**src/rtl/load_store_unit_pkg.sv**
```systemverilog
// Shared definitions for the load/store unit: RV32I width codes, FSM encoding,
// fault rule and store lane helpers.
package load_store_unit_pkg;

   localparam logic [2:0] F3_B  = 3'd0;
   localparam logic [2:0] F3_H  = 3'd1;
   localparam logic [2:0] F3_W  = 3'd2;
   localparam logic [2:0] F3_BU = 3'd4;
   localparam logic [2:0] F3_HU = 3'd5;

   typedef enum logic [1:0] {
      ST_IDLE   = 2'd0,
      ST_ACCESS = 2'd1,
      ST_RESP   = 2'd2
   } state_t;

   function automatic logic is_fault(input logic we, input logic [2:0] funct3,
                                     input logic [1:0] off);
      logic f;
      case (funct3)
         F3_B:         f = 1'b0;
         F3_H:         f = off[0];
         F3_W:         f = (off != 2'b00);
         F3_BU:        f = we;
         F3_HU:        f = we | off[0];
         default:      f = 1'b1;
      endcase
      return f;
   endfunction

   function automatic logic [3:0] store_mask(input logic [2:0] funct3, input logic [1:0] off);
      logic [3:0] m;
      case (funct3)
         F3_B:    m = 4'b0001 << off;
         F3_H:    m = 4'b0011 << off;
         default: m = 4'b1111;
      endcase
      return m;
   endfunction

   function automatic logic [31:0] store_data(input logic [2:0] funct3, input logic [31:0] wdata);
      logic [31:0] d;
      case (funct3)
         F3_B:    d = {4{wdata[7:0]}};
         F3_H:    d = {2{wdata[15:0]}};
         default: d = wdata;
      endcase
      return d;
   endfunction

endpackage

```
**src/rtl/load_store_unit_load_align.sv**
```systemverilog
// Load data extraction: picks the addressed byte/halfword and sign/zero-extends.
// Purely combinational, no backpressure.
module load_align
   import load_store_unit_pkg::*;
(
   input  logic [31:0] rdata,
   input  logic [1:0]  addr_lo,
   input  logic [2:0]  funct3,
   output logic [31:0] data
);

   logic [7:0]  byte_sel;
   logic [15:0] half_sel;

   always_comb begin
      case (addr_lo)
         2'd0:    byte_sel = rdata[7:0];
         2'd1:    byte_sel = rdata[15:8];
         2'd2:    byte_sel = rdata[23:16];
         default: byte_sel = rdata[31:24];
      endcase
      half_sel = addr_lo[1] ? rdata[31:16] : rdata[15:0];

      case (funct3)
         F3_B:    data = {{24{byte_sel[7]}}, byte_sel};
         F3_BU:   data = {24'd0, byte_sel};
         F3_H:    data = {{16{half_sel[15]}}, half_sel};
         F3_HU:   data = {16'd0, half_sel};
         default: data = rdata;
      endcase
   end

endmodule

```
**src/rtl/load_store_unit.sv**
```systemverilog
// Single-outstanding RV32I load/store unit between the AGU and a word-wide data memory.
// Latency: response 2 cycles after accept plus memory wait cycles; faults respond after 1.
// Backpressure: req_ready only in IDLE; ACCESS holds the memory request until dmem_ready.
module load_store_unit
   import load_store_unit_pkg::*;
#(
   parameter int ADDR_WIDTH = 32
) (
   input  logic                  clk,
   input  logic                  rst,
   input  logic                  req_valid,
   output logic                  req_ready,
   input  logic                  req_we,
   input  logic [2:0]            req_funct3,
   input  logic [ADDR_WIDTH-1:0] req_addr,
   input  logic [31:0]           req_wdata,
   input  logic [4:0]            req_rd,
   output logic                  dmem_en,
   output logic [3:0]            dmem_we,
   output logic [ADDR_WIDTH-1:0] dmem_addr,
   output logic [31:0]           dmem_wdata,
   input  logic [31:0]           dmem_rdata,
   input  logic                  dmem_ready,
   output logic                  resp_valid,
   output logic [31:0]           resp_rdata,
   output logic [4:0]            resp_rd,
   output logic                  resp_fault
);

   state_t      state;
   logic        we_q;
   logic [2:0]  funct3_q;
   logic [1:0]  addr_lo_q;
   logic [4:0]  rd_q;
   logic [31:0] load_data;
   logic        req_fault;

   assign req_ready = (state == ST_IDLE);
   assign resp_rd   = rd_q;
   assign req_fault = is_fault(req_we, req_funct3, req_addr[1:0]);

   // Alignment works on the live memory word so the extracted value lands
   // directly in the resp_rdata flop on the capture edge.
   load_align u_load_align (
      .rdata   (dmem_rdata),
      .addr_lo (addr_lo_q),
      .funct3  (funct3_q),
      .data    (load_data)
   );

   always_ff @(posedge clk) begin
      if (rst) begin
         state      <= ST_IDLE;
         we_q       <= 1'b0;
         funct3_q   <= 3'd0;
         addr_lo_q  <= 2'd0;
         rd_q       <= 5'd0;
         dmem_en    <= 1'b0;
         dmem_we    <= 4'd0;
         dmem_addr  <= '0;
         dmem_wdata <= 32'd0;
         resp_valid <= 1'b0;
         resp_rdata <= 32'd0;
         resp_fault <= 1'b0;
      end else begin
         case (state)
            ST_IDLE: begin
               if (req_valid) begin
                  we_q       <= req_we;
                  funct3_q   <= req_funct3;
                  addr_lo_q  <= req_addr[1:0];
                  rd_q       <= req_rd;
                  dmem_addr  <= {req_addr[ADDR_WIDTH-1:2], 2'b00};
                  dmem_wdata <= store_data(req_funct3, req_wdata);
                  if (req_fault) begin
                     state      <= ST_RESP;
                     resp_valid <= 1'b1;
                     resp_fault <= 1'b1;
                     resp_rdata <= 32'd0;
                  end else begin
                     state   <= ST_ACCESS;
                     dmem_en <= 1'b1;
                     dmem_we <= req_we ? store_mask(req_funct3, req_addr[1:0]) : 4'd0;
                  end
               end
            end
            ST_ACCESS: begin
               if (dmem_ready) begin
                  state      <= ST_RESP;
                  dmem_en    <= 1'b0;
                  dmem_we    <= 4'd0;
                  resp_valid <= 1'b1;
                  resp_rdata <= we_q ? 32'd0 : load_data;
               end
            end
            ST_RESP: begin
               state      <= ST_IDLE;
               resp_valid <= 1'b0;
               resp_fault <= 1'b0;
               resp_rdata <= 32'd0;
            end
            default: state <= ST_IDLE;
         endcase
      end
   end

endmodule

```
**config.mk**
```make
export PLATFORM = sky130hd
export DESIGN_NAME = load_store_unit
export DESIGN_NICKNAME = d
export VERILOG_FILES = /design/src/rtl/load_store_unit_pkg.sv /design/src/rtl/load_store_unit_load_align.sv /design/src/rtl/load_store_unit.sv
export SDC_FILE = /design/constraint.sdc
export NUM_CORES = 1
export LEC_CHECK = 0
export ABC_AREA = 1
export CAP_MARGIN = 20
export CORE_MARGIN = 3
export CORE_UTILIZATION = 40
export DETAILED_ROUTE_END_ITERATION = 10
export PLACE_DENSITY = 0.77
export SLEW_MARGIN = 30
export SYNTH_ARGS = -nofsm -noshare
export SYNTH_HDL_FRONTEND = slang
export SYNTH_HIERARCHICAL = 1
export SYNTH_SLANG_ARGS = --single-unit
```
**constraint.sdc**
```tcl
create_clock -name clk -period 1.51 [get_ports clk]
set_input_delay 0.302 -clock clk [delete_from_list [all_inputs] [get_ports clk]]
set_output_delay 0.302 -clock clk [all_outputs]
set_load 0.02 [all_outputs]
```
==> run_results.csv <==
group,metric,value,unit
floorplanning,die_y,124,µm
grt,antenna_found_initial,0,
worst_setup_path,critPathLaunchType,"register",
drt,num_vias,6426,
grt,globalRouteOverflowTotal,0,
cells_and_area,nets,1207,
synth,synth_compound_area_frac,0.168,
grt,grt_start_max_net_pins,43,
synth,synthDistinctLibCells,26,
sta,setup_viol,0,
floorplanning,pin_count,218,
sta,setup_slack,0.0444,ns
worst_setup_path,required,1.85,ns
flow_run,drv_cap,0,
synth,ys_seq_area_frac,0.408,
clocking,tritoncts,"built",
place,place.gp.congestion,0.886,
synth,syn_area_per_cell,6.60,µm²
drt,drt_pre_antenna_iters,5,
cells_and_area,n_fill_cell,1251,
sta,slew_viol_final,0,
synth,syn-instance-count,848,
cells_and_area,final_area,8880,µm²
worst_setup_path,crit_path_cell_trace,"buf_4 > nor2_4 > nand2_2 > nand3_4 > nand3_4 > nand3_1 > inv_1 > nor2_1 > o21ai_1 > nor2_1",
drt,drtAntennaViolNets,0,
synth,yosysMostFrequentCell,"nor2_1",
sta,finalHoldViolations,0,
sta,setup-tns-final,0,ns
place,numPortBuffers,215,
synth,yosys_warnings,6,
synth,synth-edff-count,0,
synth,netlist_top_cells_area,"dfxtp_1, nor2_1, nand2_1, o21ai_0, a21oi_1",
worst_setup_path,critPathArrivalTime,1.81,ns
drt,wirelength,19100,µm
sta,fin_hold_ws,0.462,ns
clocking,cts_root_buffer,"clkbuf_16",
floorplanning,die_w,124,µm
synth,synth_top_cell_by_area,"dfxtp_1",
floorplanning,dieArea,15500,µm²
grt,grt_pass1_vias,6181,
drt,avgRoutedWirePerCell,14.8,µm
grt,grt.total_usage,0.238,
cells_and_area,drive_above_1_share,0.136,
sta,fmax,682,MHz
synth,synth_fa_ha_area_frac,0,
synth,synth_top_family_by_area,"simple AND/OR/NAND/NOR gates",
sta,rsz0062_at_grt,"true",
worst_setup_path,slowest_delay,0.34,ns
synth,synthSimpleGateAreaFrac,0.313,
clocking,clk_latency,0.41,ns
clocking,clk_pin_slew,0.05,ns
clocking,cts_sinks,114,
worst_setup_path,worst_setup_path_end_kind,"register",
power_and_ir_drop,power_density,1250,nW/µm²
power_and_ir_drop,p_leak,4.36,nW
synth,synth_seq_cells,114,
place,placed_area,8270,µm²
worst_setup_path,slowest_stage,"dfxtp_2",
drt,vias_per_cell,5.00,
sta,finalCritPeriodShare,0.971,
synth,ys_async_sr_fraction,0,
worst_setup_path,path_max_fanout,5,
place,dp_slack,-0.364,ns
outcome,status,"completed",
synth,ys.flop_type,"dfxtp_1",
synth,yosys.area_share.xor_xnor,0,
synth,syn_area,5600,µm²
worst_setup_path,path_class,"register to register",
sta,finalCriticalPeriod,1.47,ns
floorplanning,fp-row-count,42,
drt,drt-initial-drc-count,592,
synth,synth_top_area_frac,0.408,
place,place_hpwl,13500,µm
cells_and_area,syn_to_final_growth,58.7,%
cells_and_area,num_antenna_cells,0,
clocking,numCtsBuffers,17,
clocking,postCtsHoldBufs,0,
synth,synthTopCellsByCount,"nor2_1, nand2_1, dfxtp_1, o21ai_0, inv_1",
clocking,clk_path_buf_depth,2,
drt,drcViolationCount,0,
synth,synth_mux_area_frac,0,
floorplanning,coreArea,13500,µm²
grt,grt_pass1_wl,30400,µm
sta,clock_skew,0.00998,ns
power_and_ir_drop,peakVddDrop,0.858,mV
floorplanning,start_util,0.416,
clocking,htree_levels,4,
hold_path,hp-class,"register to register",
per-layer routing:
| metal | up-vias | GRT usage | routed length [µm] |
|---|---|---|---|
| met2 | 294 | 0.391 | 8950 |
| met5 | - | 0 | 0 |
| met4 | 0 | 0.0896 | 464 |
| met1 | 2892 | 0.283 | 7630 |
| met3 | 35 | 0.0931 | 2030 |
| li1 | 3205 | - | - |
repair_timing:
| item | in CTS | in global routing |
|---|---|---|
| gates cloned | 1 | 2 |
| buffers inserted | 0 | 2 |
| setup endpoints to repair | 131 | 38 |
| pin swaps | 0 | 2 |
| resized for setup | 115 | 33 |
power by group:
| part | internal [mW] | leakage (nW) | switching [mW] |
|---|---|---|---|
| Clock | 2.70 | 0.291 | 1.39 |
| Combinational | 1.41 | 3.12 | 1.96 |
| Sequential | 3.40 | 0.945 | 0.209 |
| Total | 7.51 | 4.36 | 3.56 |
worst max-delay path: cells and delay by family (launching register included):
family	cells	cell delay, ns
and+or+nand+nor	7	0.80
DFF	1	0.34
buffers and inverters	2	0.20
AOI/OAI and AO/OA	1	0.08
cells in the final DEF, fill, tap and decap left out, types with 17 or more instances in the layout:
cell type	n
nor2_1	184
nand2_1	143
dfxtp_1	109
clkdlybuf4s50_1	108
dlygate4sd2_1	106
o21ai_0	85
inv_1	74
a21oi_1	59
nand3_1	52
buf_4	51
o21ai_1	25
clkbuf_16	17
layout make-up:
class	count	area, µm²	share of cell area
Inverter	83	314	0.0353
Tap cell	176	220	0.0248
Sequential cell	114	2290	0.258
Timing Repair Buffer	278	2630	0.296
Multi-Input combinational cell	604	2830	0.318
Clock inverter	10	133	0.0149
Clock buffer	21	470	0.0530
flip-flops by register name, summed over array words and instances, names as in the netlist:
name        cells
we_q            1
funct3_q        3
resp_rdata     32
dmem_addr      30
dmem_en         1
dmem_wdata     32
state           2
resp_valid      1
addr_lo_q       2
resp_fault      1
resp_rd         5
dmem_we         4
logic make-up after synthesis:
| logic type | after synthesis |
|---|---|
| AND/OR/NAND/NOR | 417 |
| AO/OA/AOI/OAI | 182 |
| buffers and inverters | 134 |
| flip-flops | 114 |
| other | 1 |
per-stage QoR:
step,util,total power [mW],std cells
6_report,0.660,11.1,1286
5_1_grt,0.660,11.7,1286
4_1_cts,0.651,11.0,1282
3_5_place_dp,0.614,7.14,1250
3_3_place_gp,0.614,7.10,1250
2_1_floorplan,-,5.56,849
final timing paths:
kind                        startpoint                          end  slack [ns]  cells past startpoint
max          addr_lo_q[0]$_SDFFE_PP0P_  resp_rdata[13]$_SDFFE_PP0P_        0.04                     10
min            dmem_we[2]$_SDFFE_PP0P_      dmem_we[2]$_SDFFE_PP0P_        0.46                      2
max reg2reg  addr_lo_q[0]$_SDFFE_PP0P_  resp_rdata[13]$_SDFFE_PP0P_        0.04                     10
min reg2reg    dmem_we[2]$_SDFFE_PP0P_      dmem_we[2]$_SDFFE_PP0P_        0.46                      2
Power figures use the tool's default switching activity.
